## config.mk

```make
export PLATFORM = sky130hd
export DESIGN_NAME = mc_control_fsm
export DESIGN_NICKNAME = d
export VERILOG_FILES = /design/src/rtl/mc_ctrl_pkg.sv /design/src/rtl/mc_wait_timer.sv /design/src/rtl/mc_control_fsm.sv
export SDC_FILE = /design/constraint.sdc
export NUM_CORES = 1
export LEC_CHECK = 0
export ABC_AREA = 0
export CORE_MARGIN = 2
export CORE_UTILIZATION = 40
export CTS_BUF_LIST = sky130_fd_sc_hd__clkbuf_4
export CTS_CLUSTER_SIZE = 30
export DETAILED_ROUTE_END_ITERATION = 6
export GPL_ROUTABILITY_DRIVEN = 0
export PLACE_DENSITY = 0.82
export SYNTH_ARGS = -nofsm -noshare
export SYNTH_HDL_FRONTEND = slang
export SYNTH_SLANG_ARGS = --single-unit
```

## constraint.sdc

```tcl
create_clock -name clk -period 2.7 [get_ports clk]
set_clock_uncertainty 0.15 [all_clocks]
set_input_delay 0.675 -clock clk [delete_from_list [all_inputs] [get_ports clk]]
set_output_delay 0.675 -clock clk [all_outputs]
set_load 0.005 [all_outputs]
```

## src/rtl/mc_ctrl_pkg.sv

```systemverilog
// Shared encodings for the multi-cycle RV32I controller: opcodes, ALU and
// write-back select codes, fault causes and the FSM state enum.
package mc_ctrl_pkg;

  localparam logic [6:0] OP_TYPE_R  = 7'b0110011;
  localparam logic [6:0] OP_TYPE_I  = 7'b0010011;
  localparam logic [6:0] OP_TYPE_B  = 7'b1100011;
  localparam logic [6:0] OP_TYPE_LU = 7'b0110111;
  localparam logic [6:0] OP_TYPE_AU = 7'b0010111;
  localparam logic [6:0] OP_TYPE_J  = 7'b1101111;
  localparam logic [6:0] OP_TYPE_S  = 7'b0100011;
  localparam logic [6:0] OP_TYPE_L  = 7'b0000011;
  localparam logic [6:0] OP_TYPE_JL = 7'b1100111;

  localparam logic [6:0] FUNCT7_MULDIV = 7'b0000001;

  localparam logic [3:0] ALU_ADD  = 4'b0000;
  localparam logic [3:0] ALU_SUB  = 4'b1000;
  localparam logic [3:0] ALU_SLL  = 4'b0001;
  localparam logic [3:0] ALU_SLT  = 4'b0010;
  localparam logic [3:0] ALU_SLTU = 4'b0011;
  localparam logic [3:0] ALU_XOR  = 4'b0100;
  localparam logic [3:0] ALU_SRL  = 4'b0101;
  localparam logic [3:0] ALU_SRA  = 4'b1101;
  localparam logic [3:0] ALU_OR   = 4'b0110;
  localparam logic [3:0] ALU_AND  = 4'b0111;

  localparam logic [2:0] RFWD_ALU   = 3'b000;
  localparam logic [2:0] RFWD_MEM   = 3'b001;
  localparam logic [2:0] RFWD_LUI   = 3'b010;
  localparam logic [2:0] RFWD_AUIPC = 3'b011;
  localparam logic [2:0] RFWD_PC4   = 3'b100;
  localparam logic [2:0] RFWD_MDU   = 3'b101;

  typedef enum logic [1:0] {
    FC_NONE,
    FC_ILLEGAL,
    FC_IMEM_TO,
    FC_DMEM_TO
  } fault_cause_e;

  typedef enum logic [4:0] {
    FETCH, DECODE, R_EXE, I_EXE, B_EXE, LU_EXE, AU_EXE, J_EXE,
    JL_EXE, S_EXE, S_MEM, L_EXE, L_MEM, L_WB, M_EXE, FAULT
  } state_e;

  function automatic logic [3:0] alu_default(input logic bit30, input logic [2:0] funct3);
    return {bit30, funct3};
  endfunction

endpackage

```

## src/rtl/mc_wait_timer.sv

```systemverilog
// Saturating wait-cycle counter; expired flags the last allowed not-ready
// cycle. MEM_TIMEOUT = 0 never expires.
module mc_wait_timer #(
  parameter int unsigned MEM_TIMEOUT = 15
) (
  input  logic clk,
  input  logic reset,
  input  logic clear,
  input  logic count,
  output logic expired
);

  localparam int unsigned CNT_W = (MEM_TIMEOUT > 0) ? $clog2(MEM_TIMEOUT + 1) : 1;
  localparam logic [CNT_W-1:0] LAST = CNT_W'((MEM_TIMEOUT == 0) ? 0 : MEM_TIMEOUT - 1);

  logic [CNT_W-1:0] cnt;

  always_ff @(posedge clk) begin
    if (reset || clear) begin
      cnt <= '0;
    end else if (count && (cnt != '1)) begin
      cnt <= cnt + CNT_W'(1);
    end
  end

  assign expired = (MEM_TIMEOUT != 0) && (cnt == LAST);

endmodule

```

## src/rtl/mc_control_fsm.sv

```systemverilog
// Multi-cycle RV32I control FSM with memory handshakes, wait timeout and
// illegal-opcode trapping. Define MC_MULDIV_EN to enable M-extension sequencing.
module mc_control_fsm
  import mc_ctrl_pkg::*;
#(
  parameter int unsigned MEM_TIMEOUT = 15
) (
  input  logic        clk,
  input  logic        reset,
  input  logic [31:0] instrCode,
  input  logic        imem_ready,
  input  logic        dmem_ready,
  input  logic        mdu_done,
  output logic        imem_req,
  output logic        dmem_req,
  output logic        regFileWe,
  output logic        aluSrcMuxSel,
  output logic        dataWe,
  output logic        branch,
  output logic        jal,
  output logic        jalr,
  output logic        PCEn,
  output logic [3:0]  aluControl,
  output logic [2:0]  RFWDSrcMuxSel,
  output logic        mdu_start,
  output logic        fault,
  output logic [1:0]  fault_cause,
  output logic [4:0]  state_o
);

  state_e       state, next_state;
  fault_cause_e cause_q, cause_d;
  logic         wait_cycle, expired;
  logic [6:0]   opcode;
  logic [2:0]   funct3;
  logic [3:0]   alu_dflt;
  logic         is_muldiv;
  logic         unused_bits;

  assign opcode    = instrCode[6:0];
  assign funct3    = instrCode[14:12];
  assign alu_dflt  = alu_default(instrCode[30], funct3);
  assign is_muldiv = (instrCode[31:25] == FUNCT7_MULDIV);

  // Kept outside the decode block so the timer's expired flag depends on registers only.
  assign wait_cycle = ((state == FETCH) && !imem_ready) ||
                      (((state == S_MEM) || (state == L_MEM)) && !dmem_ready);

  mc_wait_timer #(
    .MEM_TIMEOUT(MEM_TIMEOUT)
  ) u_wait_timer (
    .clk    (clk),
    .reset  (reset),
    .clear  (next_state != state),
    .count  (wait_cycle),
    .expired(expired)
  );

  always_ff @(posedge clk) begin
    if (reset) begin
      state   <= FETCH;
      cause_q <= FC_NONE;
    end else begin
      state   <= next_state;
      cause_q <= cause_d;
    end
  end

`ifdef MC_MULDIV_EN
  logic mdu_started;

  always_ff @(posedge clk) begin
    if (reset) begin
      mdu_started <= 1'b0;
    end else begin
      mdu_started <= (state == M_EXE) && (next_state == M_EXE);
    end
  end

  assign unused_bits = ^{instrCode[24:15], instrCode[11:7]};
`else
  assign unused_bits = ^{instrCode[24:15], instrCode[11:7], mdu_done};
`endif

  always_comb begin
    next_state    = state;
    cause_d       = cause_q;
    imem_req      = 1'b0;
    dmem_req      = 1'b0;
    regFileWe     = 1'b0;
    aluSrcMuxSel  = 1'b0;
    dataWe        = 1'b0;
    branch        = 1'b0;
    jal           = 1'b0;
    jalr          = 1'b0;
    PCEn          = 1'b0;
    aluControl    = '0;
    RFWDSrcMuxSel = RFWD_ALU;
    mdu_start     = 1'b0;

    unique case (state)
      FETCH: begin
        imem_req = 1'b1;
        if (imem_ready) begin
          PCEn       = 1'b1;
          next_state = DECODE;
        end else if (expired) begin
          next_state = FAULT;
          cause_d    = FC_IMEM_TO;
        end
      end
      DECODE: begin
        case (opcode)
          OP_TYPE_R: begin
            if (is_muldiv) begin
`ifdef MC_MULDIV_EN
              next_state = M_EXE;
`else
              next_state = FAULT;
              cause_d    = FC_ILLEGAL;
`endif
            end else begin
              next_state = R_EXE;
            end
          end
          OP_TYPE_I:  next_state = I_EXE;
          OP_TYPE_B:  next_state = B_EXE;
          OP_TYPE_LU: next_state = LU_EXE;
          OP_TYPE_AU: next_state = AU_EXE;
          OP_TYPE_J:  next_state = J_EXE;
          OP_TYPE_JL: next_state = JL_EXE;
          OP_TYPE_S:  next_state = S_EXE;
          OP_TYPE_L:  next_state = L_EXE;
          default: begin
            next_state = FAULT;
            cause_d    = FC_ILLEGAL;
          end
        endcase
      end
      R_EXE: begin
        regFileWe  = 1'b1;
        aluControl = alu_dflt;
        next_state = FETCH;
      end
      I_EXE: begin
        regFileWe    = 1'b1;
        aluSrcMuxSel = 1'b1;
        // bit 30 is immediate data except for the shift-right pair
        aluControl   = (funct3 == 3'b101) ? alu_dflt : {1'b0, funct3};
        next_state   = FETCH;
      end
      B_EXE: begin
        branch     = 1'b1;
        aluControl = alu_dflt;
        next_state = FETCH;
      end
      LU_EXE: begin
        regFileWe     = 1'b1;
        RFWDSrcMuxSel = RFWD_LUI;
        aluControl    = alu_dflt;
        next_state    = FETCH;
      end
      AU_EXE: begin
        regFileWe     = 1'b1;
        RFWDSrcMuxSel = RFWD_AUIPC;
        aluControl    = alu_dflt;
        next_state    = FETCH;
      end
      J_EXE: begin
        regFileWe     = 1'b1;
        RFWDSrcMuxSel = RFWD_PC4;
        jal           = 1'b1;
        aluControl    = alu_dflt;
        next_state    = FETCH;
      end
      JL_EXE: begin
        regFileWe     = 1'b1;
        RFWDSrcMuxSel = RFWD_PC4;
        jal           = 1'b1;
        jalr          = 1'b1;
        aluControl    = ALU_ADD;
        next_state    = FETCH;
      end
      S_EXE: begin
        aluSrcMuxSel = 1'b1;
        aluControl   = ALU_ADD;
        next_state   = S_MEM;
      end
      S_MEM: begin
        dataWe     = 1'b1;
        dmem_req   = 1'b1;
        aluControl = ALU_ADD;
        if (dmem_ready) begin
          next_state = FETCH;
        end else if (expired) begin
          next_state = FAULT;
          cause_d    = FC_DMEM_TO;
        end
      end
      L_EXE: begin
        aluSrcMuxSel  = 1'b1;
        RFWDSrcMuxSel = RFWD_MEM;
        aluControl    = ALU_ADD;
        next_state    = L_MEM;
      end
      L_MEM: begin
        aluSrcMuxSel  = 1'b1;
        RFWDSrcMuxSel = RFWD_MEM;
        dmem_req      = 1'b1;
        aluControl    = ALU_ADD;
        if (dmem_ready) begin
          next_state = L_WB;
        end else if (expired) begin
          next_state = FAULT;
          cause_d    = FC_DMEM_TO;
        end
      end
      L_WB: begin
        regFileWe     = 1'b1;
        aluSrcMuxSel  = 1'b1;
        RFWDSrcMuxSel = RFWD_MEM;
        aluControl    = ALU_ADD;
        next_state    = FETCH;
      end
`ifdef MC_MULDIV_EN
      M_EXE: begin
        mdu_start  = !mdu_started;
        aluControl = alu_dflt;
        if (mdu_done) begin
          regFileWe     = 1'b1;
          RFWDSrcMuxSel = RFWD_MDU;
          next_state    = FETCH;
        end
      end
`endif
      FAULT: begin
        next_state = FAULT;
      end
      default: begin
        next_state = FETCH;
      end
    endcase
  end

  assign fault       = (state == FAULT);
  assign fault_cause = cause_q;
  assign state_o     = state;

endmodule
```

==> flow_metrics.env <==
export IMPL_drt_total_wl_mm=3.30
export IMPL_wl_per_cell_um=12.7
export IMPL_clock_fmax_mhz=380
export IMPL_drive_above_1_share=0.179
export IMPL_areaGrowthSynthToFinish_pct=59.1
export IMPL_power_leakage_nw=0.705
export IMPL_cap_viol_max_count=0
export IMPL_routed_via_density=5.67
export IMPL_drc=0
export IMPL_finalNetCount=269
export IMPL_finalSetupViolations=0
export IMPL_irDropWorstVdd_uv=198
export IMPL_worstPathMaxFanout=4
export IMPL_layout_min_cycle_time_ns=2.63
export IMPL_cts_tree="done"
export IMPL_place_ws_ns=-0.305
export IMPL_antenna_found_initial=0
export IMPL_cts_setup_buffers=0
export IMPL_ys_types=46
export IMPL_clockPowerShare=0.278
export IMPL_cp_end_kind="register"
export IMPL_drt_iter0_markers=70
export IMPL_ant_nets=0
export IMPL_critical_path_class="in2reg"
export IMPL_first_pass_iters=5
export IMPL_synth_ff_type="dfxtp_1"
export IMPL_fp_dieH_um=57.4
export IMPL_die_area_um2=3300
export IMPL_synth_warnings=0
export IMPL_syn_inst=168
export IMPL_io_buffers=44
export IMPL_row_count=19
export IMPL_cts_htree_levels=1
export IMPL_power_density_nw_per_um2=254
export IMPL_coreArea_um2=2730
export IMPL_grtUsageTotal=0.211
export IMPL_crit_required_ns=2.78
export IMPL_ys_ff_latch=11
export IMPL_syn_avg_cell_area_um2=6.79
export IMPL_grt_pass1_vias=1319
export IMPL_synth_seq_area_share=0.193
export IMPL_cts_sinks=11
export IMPL_antennaDiodeCount=0
export IMPL_grt_overflow=0
export IMPL_p_seq_frac=0.387
export IMPL_clock_latency_ns=0.28
export IMPL_finalHoldViolCount=0
export IMPL_num_fill_cells=231
export IMPL_dp_hpwl_mm=2.49
export IMPL_p_sw_mw=0.138
export IMPL_place_area_um2=1750
export IMPL_intPower_mw=0.324
export IMPL_mappedNetlistArea_um2=1140
export IMPL_total_power_mw=0.462
export IMPL_setup_ws_ns=0.0688
export IMPL_die_w_um=57.4
export IMPL_vias=1475
export IMPL_synth_edf_count=0
export IMPL_finalCritPeriodShare=0.975
export IMPL_initial_core_util=0.417
export IMPL_grt_max_degree=19
export IMPL_maxSlewViolCount=0
export IMPL_synthArstFlopShare=0
export IMPL_cts_clk_slew_worst_paths_ns=0.07
export IMPL_arrival_ns=2.71
export IMPL_clockRootBuffer="clkbuf_4"
export IMPL_start_kind="input pin"
export IMPL_cts_buffers=3
export IMPL_final_area_um2=1820
export IMPL_ios=62
export IMPL_clockBufferDepth=2
export IMPL_grt_pass1_wl_mm=5.66
export IMPL_status="complete, no violations"
export IMPL_pwr_share_comb=0.335
export IMPL_holdCritPathClass="reg2reg"
export IMPL_switching_share=0.298
-- final timing paths --
kind / from / slack [ns] / endpoint / depth (start not counted)
max: dmem_ready / 0.07 / u_wait_timer.cnt[1]$_SDFFE_PP0P_ / 7
min: fault_cause[0]$_SDFFE_PP0P_ / 0.37 / fault_cause[0]$_SDFFE_PP0P_ / 2
max reg2reg: state_o[2]$_SDFF_PP0_ / 0.29 / u_wait_timer.cnt[1]$_SDFFE_PP0P_ / 7
min reg2reg: fault_cause[0]$_SDFFE_PP0P_ / 0.37 / fault_cause[0]$_SDFFE_PP0P_ / 2
-- power by group through the flow --
stage | logic, mW | registers [mW] | clock network (mW)
floorplan | 0.0709 | 0.175 | 0
global placement | 0.147 | 0.181 | 0
detailed placement | 0.150 | 0.181 | 0
CTS | 0.150 | 0.178 | 0.129
global route | 0.169 | 0.180 | 0.141
finish | 0.155 | 0.179 | 0.129
-- logic make-up (layout without fill, tap and decap cells) --
family,count (synthesis),in the layout,synth area share
AOI/OAI and AO/OA,43,43,0.249
xor gates and xnor gates,4,4,0.0307
adders and majority gates,2,2,0.0219
buffers and inverters,15,75,0.0548
DFF,11,11,0.193
other,1,2,0.00329
and+or+nand+nor,92,92,0.447
-- per-stage QoR --
stage | util | setup TNS, ns | std cells | hold slack [ns]
CTS | 0.650 | 0 | 260 | 0.364
global placement | 0.638 | -1.11 | 256 | 0.361
global route | 0.664 | -0.000669 | 260 | 0.404
finish | 0.664 | 0 | 260 | 0.369
detailed placement | 0.638 | -1.19 | 256 | 0.351
floorplan | - | 0 | 169 | 0.353
-- timing repair --
item,CTS,global route
gates resized for setup,4,13
gates cloned,0,0
hold buffers,0,0
pin swaps,0,2
endpoints found under the setup margin,7,14
-- layout by cell type (no fill, tap or decap), types with 2 or more instances in the layout --
| cell | synthesis | routed |
|---|---|---|
| clkbuf_4 | 0 | 4 |
| nor2_1 | 21 | 19 |
| xnor2_1 | 4 | 4 |
| nor3_1 | 10 | 7 |
| a211oi_1 | 5 | 5 |
| nor3b_1 | 2 | 2 |
| nand2_1 | 13 | 13 |
| ha_1 | 2 | 2 |
| dfxtp_1 | 11 | 6 |
| nand3_1 | 6 | 6 |
| conb_1 | 1 | 2 |
| nor2_2 | 0 | 2 |
| and2_1 | 5 | 5 |
| buf_4 | 1 | 22 |
| o211ai_1 | 2 | 2 |
| nor3_2 | 0 | 3 |
| and3b_1 | 2 | 2 |
| nor2b_1 | 5 | 5 |
| nand4b_1 | 2 | 2 |
| nor4bb_1 | 2 | 2 |
| nand3b_1 | 5 | 5 |
| and3_1 | 2 | 2 |
| dfxtp_2 | 0 | 4 |
| o22ai_1 | 2 | 2 |
| o21ai_0 | 6 | 6 |
| clkdlybuf4s50_1 | 0 | 42 |
| a21oi_1 | 15 | 15 |
| inv_1 | 5 | 5 |
| nor4_1 | 4 | 4 |
| a31oi_1 | 2 | 2 |
| or4_1 | 2 | 2 |
| nand2b_1 | 6 | 5 |
-- cell type report --
class | instances | area, um2 | area share
Clock buffer | 4 | 30.0 | 0.0165
Inverter | 5 | 18.8 | 0.0103
Multi-Input combinational cell | 143 | 896 | 0.493
Sequential cell | 11 | 229 | 0.126
Tap cell | 31 | 38.8 | 0.0214
Timing Repair Buffer | 66 | 603 | 0.332
-- synthesized netlist by cell type, types with 6 or more instances --
cell / n / area [um2]
dfxtp_1: 11 / 220
nor3_1: 10 / 50.1
nor2_1: 21 / 78.8
nand2_1: 13 / 48.8
nand2b_1: 6 / 37.5
o21ai_0: 6 / 30.0
a21oi_1: 15 / 75.1
nand3_1: 6 / 30.0
-- critical path, cell delays in order --
cell,delay (ns)
clkdlybuf4s50_1,0.42
or3b_1,0.35
a211o_1,0.33
o221ai_2,0.21
nor2_2,0.08
a221o_1,0.38
and4bb_1,0.26
-- layer usage --
metal  vias up  share of wire  GRT usage
met2        47           0.50      0.347
li1        739              -          -
met5         -              0          0
met1       684           0.43      0.278
met4         0          0.015     0.0831
met3         5          0.053     0.0295
-- flip-flops by register name, indices dropped and copies added (netlist names) --
signal / count
fault_cause: 2
state_o: 5
u_wait_timer.cnt: 4
No activity file was read; power rests on OpenSTA's default activity.
